$ cat src/rtl/axis_frame_mux.sv
// Two-source stream mux: round-robin grant held for a whole line (up to eol), output through a 2-entry skid buffer.
// Optional macro AXIS_MUX_FRAME_LOCK_EN holds the grant for LINES lines (one frame) instead of one.
module axis_frame_mux #(
  parameter int DATA_W = 16,
  parameter int LINES  = 8
) (
  input  logic              clk_i,
  input  logic              rst_i,
  input  logic [DATA_W-1:0] s0_data_i,
  input  logic              s0_sof_i,
  input  logic              s0_eol_i,
  input  logic              s0_valid_i,
  output logic              s0_ready_o,
  input  logic [DATA_W-1:0] s1_data_i,
  input  logic              s1_sof_i,
  input  logic              s1_eol_i,
  input  logic              s1_valid_i,
  output logic              s1_ready_o,
  output logic [DATA_W-1:0] m_data_o,
  output logic              m_sof_o,
  output logic              m_eol_o,
  output logic              m_valid_o,
  input  logic              m_ready_i,
  output logic              sel_o
);

  typedef enum logic [1:0] {IDLE, LOCK0, LOCK1} state_t;
  localparam int BW = DATA_W + 2;

  state_t        state_q;
  logic          rr_q;
  logic          sel_q;
  logic          s0_ready_q;
  logic          s1_ready_q;
  logic [1:0]    cnt_q;
  logic [1:0]    cnt_d;
  logic [BW-1:0] head_q;
  logic [BW-1:0] tail_q;
  logic [BW-1:0] in_beat;
  logic          push0;
  logic          push1;
  logic          push;
  logic          pop;
  logic          in_eol;
  logic          last_line;

  // Readies are mutually exclusive, so at most one source pushes per cycle.
  always_comb begin
    push0   = s0_valid_i & s0_ready_q;
    push1   = s1_valid_i & s1_ready_q;
    push    = push0 | push1;
    pop     = (cnt_q != 2'd0) & m_ready_i;
    in_beat = push1 ? {s1_data_i, s1_sof_i, s1_eol_i} : {s0_data_i, s0_sof_i, s0_eol_i};
    in_eol  = in_beat[0];
    cnt_d   = cnt_q + {1'b0, push} - {1'b0, pop};
  end

`ifdef AXIS_MUX_FRAME_LOCK_EN
  localparam int LCW = (LINES > 1) ? $clog2(LINES) : 1;
  logic [LCW-1:0] line_q;

  assign last_line = (line_q == LCW'(LINES - 1));

  always_ff @(posedge clk_i or posedge rst_i) begin
    if (rst_i) begin
      line_q <= '0;
    end else if (push && in_eol) begin
      line_q <= last_line ? '0 : line_q + LCW'(1);
    end
  end
`else
  assign last_line = 1'b1;
`endif

  lines_legal_a: assert property (@(posedge clk_i) LINES >= 1);

  // Ready for next cycle is derived from next occupancy, so it never sees m_ready_i combinationally.
  always_ff @(posedge clk_i or posedge rst_i) begin
    if (rst_i) begin
      state_q    <= IDLE;
      rr_q       <= 1'b0;
      sel_q      <= 1'b0;
      s0_ready_q <= 1'b0;
      s1_ready_q <= 1'b0;
    end else begin
      case (state_q)
        IDLE: begin
          if (s0_valid_i && (!s1_valid_i || !rr_q)) begin
            state_q    <= LOCK0;
            sel_q      <= 1'b0;
            s0_ready_q <= (cnt_d != 2'd2);
          end else if (s1_valid_i) begin
            state_q    <= LOCK1;
            sel_q      <= 1'b1;
            s1_ready_q <= (cnt_d != 2'd2);
          end
        end
        LOCK0: begin
          if (push0 && in_eol && last_line) begin
            state_q    <= IDLE;
            rr_q       <= 1'b1;
            s0_ready_q <= 1'b0;
          end else begin
            s0_ready_q <= (cnt_d != 2'd2);
          end
        end
        LOCK1: begin
          if (push1 && in_eol && last_line) begin
            state_q    <= IDLE;
            rr_q       <= 1'b0;
            s1_ready_q <= 1'b0;
          end else begin
            s1_ready_q <= (cnt_d != 2'd2);
          end
        end
        default: begin
          state_q    <= IDLE;
          s0_ready_q <= 1'b0;
          s1_ready_q <= 1'b0;
        end
      endcase
    end
  end

  // Head register always drives the output; tail only holds the overflow beat.
  always_ff @(posedge clk_i or posedge rst_i) begin
    if (rst_i) begin
      cnt_q  <= 2'd0;
      head_q <= '0;
      tail_q <= '0;
    end else begin
      cnt_q <= cnt_d;
      case (cnt_q)
        2'd0: begin
          if (push) head_q <= in_beat;
        end
        2'd1: begin
          if (push && pop) head_q <= in_beat;
          else if (push) tail_q <= in_beat;
        end
        default: begin
          if (pop) begin
            head_q <= tail_q;
            if (push) tail_q <= in_beat;
          end
        end
      endcase
    end
  end

  assign m_data_o   = head_q[BW-1:2];
  assign m_sof_o    = head_q[1];
  assign m_eol_o    = head_q[0];
  assign m_valid_o  = (cnt_q != 2'd0);
  assign s0_ready_o = s0_ready_q;
  assign s1_ready_o = s1_ready_q;
  assign sel_o      = sel_q;

endmodule

$ cat config.mk
export PLATFORM = sky130hd
export DESIGN_NAME = axis_frame_mux
export DESIGN_NICKNAME = d
export VERILOG_FILES = /design/src/rtl/axis_frame_mux.sv
export SDC_FILE = /design/constraint.sdc
export NUM_CORES = 1
export LEC_CHECK = 0
export BUFFER_PORTS_ARGS = -buffer_cell sky130_fd_sc_hd__buf_2
export CORE_MARGIN = 2
export CORE_UTILIZATION = 57
export DETAILED_ROUTE_END_ITERATION = 12
export HOLD_SLACK_MARGIN = 0.12
export PLACE_DENSITY = 0.91
export SYNTH_ARGS = -nofsm -noshare
export SYNTH_HDL_FRONTEND = slang
export SYNTH_SLANG_ARGS = --single-unit
$ cat constraint.sdc
create_clock -name clk_i -period 6.8 [get_ports clk_i]
set_clock_uncertainty 0.15 [all_clocks]
set_input_delay 0.34 -clock clk_i [delete_from_list [all_inputs] [get_ports clk_i]]
set_output_delay 0.34 -clock clk_i [all_outputs]
set_load 0.05 [all_outputs]
# --- Word level (Yosys, flattened, before mapping) ---
# Index checks and enable logic that the tools add are counted.
word_totals:
  reg_bits: 44
  inputBits: 41
  out_inout_bits: 22
classes:
  addsub: 2
  eq_ne: 13
  mux: 26
  n_bitwise: 7
  n_reduce_logical: 21
op_table:
  columns: ["operator", "count"]
  rows:
  - ["$mux 18", 7]
  - ["$pmux 18 s2", 2]
  - ["$ne 2x2->1 const B", 9]
  - ["$reduce_and 3->1", 5]
  - ["$mux 1", 9]
  - ["$mux 2", 4]
  - ["$reduce_bool 2->1", 4]
  - ["$pmux 1 s3", 2]
  - ["$pmux 2 s3", 1]
  - ["$eq 2x1->1 const B", 2]
  - ["$logic_and 1x1->1", 4]
  - ["$logic_not 2->1", 2]
  - ["$reduce_and 2->1", 2]
  - ["$and 1x1->1", 3]
  - ["$ne 3x3->1 const B", 1]
  - ["$not 1->1", 3]
  - ["$reduce_bool 3->1", 1]
  - ["$add 2x1->2", 1]
  - ["$eq 2x2->1 const B", 1]
  - ["$logic_not 1->1", 2]
  - ["$pmux 1 s2", 1]
  - ["$sub 2x1->2", 1]
  - ["$logic_or 1x1->1", 1]
  - ["$or 1x1->1", 1]

# --- Longest topological paths before layout ---
logic_depth:
  ltp_word: 8
  ltp_mapped: 11
  ltp_nobuf: 9

# --- Worst setup path after synthesis ---
# OpenSTA, ideal clock, no wires.
synth_timing:
  kind: "register to register"
  start: "register cnt_q[1]"
  end: "register s0_ready_q, in the netlist s0_ready_o"
  arrival_time_ns: 2.334
  setup_slack_ns: 4.185
  stages_incl_launch_ff: 11
  n_path_buf: 1
  cell_sequence: "dfrtp_1 > clkbuf_1 > or2_2 > and2_1 > ha_1 > inv_1 > ha_1 > xnor3_1 > or2_1 > mux2i_1 > o21ai_0"
synth_via:
  elab_chain_cells: 6
  elab_cells_between_ends: 8
  classes_between: "2 x add/sub; 1 x eq/ne; 3 x mux; 1 x bitwise; 1 x reduce/logical"
synth_rtl:
  columns: ["item", "line_no", "source"]
  rows:
  - ["start, declared", "35", "logic [1:0] cnt_q;"]
  - ["start signal, assigned", "132", "cnt_q <= cnt_d;"]
  - ["$reduce_bool 2->1 (*)", null, null]
  - ["net m_valid_o", "22", "output logic m_valid_o,"]
  - ["$and 1x1->1 (*)", "52", "pop = (cnt_q != 2'd0) & m_ready_i;"]
  - ["$sub 2x1->2 (*)", "55", "cnt_d = cnt_q + {1'b0, push} - {1'b0, pop};"]
  - ["$ne 2x2->1 (*)", "91, 104", null]
  - ["$mux 1 (on tied branches)", "99, 88", null]
  - ["$pmux 1 s3 (*)", "86", "case (state_q)"]
  - ["end signal, assigned", "91", "s0_ready_q <= (cnt_d != 2'd2);"]
  - ["end signal, assigned", "104", "s0_ready_q <= (cnt_d != 2'd2);"]
  - ["end, declared", "33", "logic s0_ready_q;"]
# Mark *: on every way through the listed nets, which the timed path passes. The rest lies on a longest branch. The select of a mux whose other input is x is not followed.
# A chain may end at the register's enable or synchronous reset.

# --- Worst setup path in the final report ---
layout_timing:
  start: "register cnt_q[1]"
  end: "register s0_ready_q, in the netlist s0_ready_o"
layout_via:
  elab_chain_cells: 6
  elab_cells_between_ends: 8
  classes_between: "2 x add/sub; 1 x eq/ne; 3 x mux; 1 x bitwise; 1 x reduce/logical"
layout_rtl:
  columns: ["item", "line_no"]
  rows:
  - ["branches (longest 2 deep; another with $add 2x1->2)", null]
  - ["$sub 2x1->2 (*)", "55"]
  - ["$ne 2x2->1 (*)", "91, 104"]
  - ["$mux 1 (on tied branches)", "99, 88"]
  - ["$pmux 1 s3 (*)", "86"]
# Every way passes the cells marked *. The select of a mux whose other input is x is not followed.

==> out/results.txt <==
The logs give 243 for the post-synthesis instance total and 286 for the synthesized net count. The congestion estimate from routability-driven global placement came to 0.8018. The transition time at the pin with the least slew margin was 1212 ps; the number of vias per cell was 5.860. The fraction of layout cells with a size suffix above 1 was 0.3378; the worst setup slack after placement was 3807 ps.

The final core area utilization is 0.6889. Clock-pin slew was measured on the worst setup and hold paths at 80 ps. After detailed routing, the average wire length per cell comes to 15.21 um. For this run the aggregate overflow at the end of global routing stands at 0.

For this run, design rule violations remaining after detail routing come to 0. The final-report max-slew violation count came out at 0. The number of synthesized register bits was 44. The run gives 6820 ps as the required time of the critical path. For the worst-skew pair, the clock arrives at the later sink with an insertion delay of 290 ps.

For the distinct cell type count of the synthesized netlist, the log shows 38. The capture point of the worst reg-to-reg path is s0_ready_o$_DFFE_PP0P_. The tightest hold path in the finished design has a slack of 221.9 ps.

The average size of a mapped cell was 9.994 um2; the diode insertion count for antenna repair was 0. The shortest clock period the worst path allows after layout is 3012 ps, and the number of routed nets with antenna violations is 0. After the flow finishes, the layout carries non-filler instances totaling 349. The area overhead of the layout relative to synthesis was 15.10%; the die area was 4799 um2.

Yosys printed 0 warnings. The share of the clock period used by the worst path after layout is 0.4429. The logs give 341 for the cell count after placement and 4058 um2 for the area inside the core boundary.

After routing the design area is 2795 um2. The pin count of the biggest net entering global routing is 45. The tools report the startpoint type of the worst setup path as a flop.

Once detailed placement completed, the half-perimeter wirelength came to 3722 um. The run gives 0.4534 as the fraction of the yosys area taken by sequential cells. The flow ran to the end, and the final reports show no timing, DRC or antenna violations. The setup fix buffers added after clock tree synthesis came out at 0. For the count of max-cap constraint violations, the log shows 0. The setup check on the worst reg-to-reg path leaves a slack of 3790 ps. The slack of the critical path is 3788 ps, and the total power consumption of the routed design is 1.520 mW.

Wires add up to 5310 um. The run gives 0.3339 mV as the worst supply voltage drop on vdd. In this run, CTS created clock tree buffers numbering 5. For the worst max-slew margin expressed relative to the limit, the log shows 0.1922. The library cell used most frequently in the layout, excluding fill and tap cells, is sky130_fd_sc_hd__buf_2. The worst setup path is of the reg2reg kind. In this run the core area contains 23 standard-cell rows. Setup repair after global routing left no endpoint under its margin. In this run the tool buffered the top-level ports with 62 buffer cells. The number of global-route vias before repair is 1,981. The die is 69.28 um wide. Following the worst setup path forward leads to its endpoint at s0_ready_o$_DFFE_PP0P_. Initial cell density of the core: 0.5985. Static leakage power: 1.370 nW. CTS saw 44 sinks. For this run, the post-layout net count is 342. TritonCTS built the clock tree.

For this design the ratio of total power to cell area is 543.9 nW/um2. In this run the worst setup path begins at cnt_q[1]$_DFF_PP0_. Fill cell instance count of the final layout: 328. Based on the critical path, the design can be clocked at up to 0.3320 GHz. In the layout the commonest cells are sky130_fd_sc_hd__buf_2, sky130_fd_sc_hd__dfrtp_1, sky130_fd_sc_hd__mux2i_1. For the worst setup path, the data arrival time is 3030 ps. The highest fanout seen on the critical path was 42.

The logs give 0 for the number of hold violations in the final report and 2708 um2 for the placement-stage cell area. Measured along the y axis, the die boundary spans 69.28 um. The H-tree generated during clock tree synthesis spans 2 levels.

The worst hold path belongs to the class in2reg. Counting cells, the worst reg-to-reg path comes to 9. The via count of the routed design came out at 2,045.

For this block, the initial DRC count from the detailed router was 230. The clock passes through at most 2 buffers. The boundary pin count is 63, and the overall global routing resource usage is 0.2341. In the final timing run, aggregate negative setup slack is 0 ps. The run gives 0 as the number of antenna violations at the first check in global routing. The tools report the count of endpoints failing setup in the final report as 0. The netlist area before placement is 2429 um2. Wire length of the first global-routing pass: 9114 um. The worst register-to-register path begins at cnt_q[1]$_DFF_PP0_. The worst setup path is captured at a flop. The total iterations of the first detailed-routing run came out at 4. Root buffer cell: sky130_fd_sc_hd__clkbuf_8.
## area by class of cell
class | instances | area, um2 | area share
clock buffer | 6 | 72.57 | 0.02596
clock inverter | 1 | 5.005 | 0.001791
inverter | 7 | 26.28 | 0.009400
multi-input combinational | 177 | 1200 | 0.4293
sequential | 44 | 1101 | 0.3939
tap | 50 | 62.56 | 0.02238
timing repair buffer | 64 | 327.8 | 0.1173
## per-layer routing
metal / track usage / vias up / part of all wire
met5: 0 / - / 0
met3: 0.04942 / 14 / 0.047
li1: - / 972 / -
met4: 0.09150 / 0 / 0.024
met1: 0.3082 / 984 / 0.43
met2: 0.3793 / 75 / 0.50
## where the power goes
group | switching (mW) | internal [mW]
sequential | 0.136 | 0.396
clock | 0.0851 | 0.0699
combinational | 0.536 | 0.298
## critical path, cell delays in order, from the launching register on
cell and delay (ps):
sky130_fd_sc_hd__dfrtp_1 830, sky130_fd_sc_hd__or2_2 510, sky130_fd_sc_hd__and2_1 170, sky130_fd_sc_hd__ha_1 280, sky130_fd_sc_hd__inv_1 60, sky130_fd_sc_hd__ha_1 140, sky130_fd_sc_hd__xnor3_1 230, sky130_fd_sc_hd__or2_1 270
sky130_fd_sc_hd__o2111ai_1 130, sky130_fd_sc_hd__o21ai_0 110
## worst min-delay path by stage
stage	endpoint	depth (start not counted)	slack, ps	from
3_5_place_dp	head_q[9]$_DFFE_PP0P_	2	320	head_q[9]$_DFFE_PP0P_
6_report	tail_q[1]$_DFFE_PP0P_	3	220	s1_sof_i
3_3_place_gp	head_q[10]$_DFFE_PP0P_	2	310	head_q[10]$_DFFE_PP0P_
4_1_cts	tail_q[1]$_DFFE_PP0P_	3	230	s1_sof_i
2_1_floorplan	tail_q[5]$_DFFE_PP0P_	2	340	tail_q[5]$_DFFE_PP0P_
5_1_grt	tail_q[6]$_DFFE_PP0P_	3	240	s1_data_i[4]
## synthesized netlist by cell type, drive strengths merged
library cell	number	share of area
nand3	3	0.0062
o31a	7	0.025
o2111ai	1	0.0036
buf	9	0.032
a22oi	2	0.0062
a21boi	1	0.0031
a22o	1	0.0041
o21bai	1	0.0031
xnor3	1	0.0093
and3	1	0.0026
a21oi	35	0.095
or3b	1	0.0046
nand4	1	0.0026
or2	2	0.0052
o21ai	12	0.025
mux2	1	0.0046
dfrtp	44	0.45
a41oi	1	0.0036
o221a	10	0.046
o21ba	1	0.0041
nand2b	2	0.0052
and2	2	0.0052
ha	2	0.010
inv	7	0.011
clkbuf	6	0.0093
nand2	29	0.048
a21o	1	0.0031
nor2	30	0.048
mux2i	29	0.12
## sequential cells by signal, indices dropped and copies added, names as in the netlist
signal,cells
cnt_q,2
s0_ready_o,1
tail_q,18
state_q,2
head_q,18
rr_q,1
sel_o,1
s1_ready_o,1
## logic make-up (layout without fill, tap and decap cells)
| kind of cell | count (synthesis) | count (layout) | share of synthesized area |
|---|---|---|---|
| flip-flops | 44 | 44 | 0.4534 |
| XOR/XNOR | 1 | 1 | 0.009273 |
| adder cells (fa/ha/maj) | 2 | 2 | 0.01030 |
| AO/OA/AOI/OAI | 73 | 73 | 0.2226 |
| multiplexers | 30 | 30 | 0.1242 |
| AND/OR/NAND/NOR | 71 | 71 | 0.1278 |
| buffers and inverters | 22 | 78 | 0.05255 |
## what timing repair did
action / 4_1_cts / 5_1_grt
hold buffers: 1 / 0
resized for setup: 0 / 0
hold endpoints to repair: 44 / 0
Power figures use the tool's default switching activity.
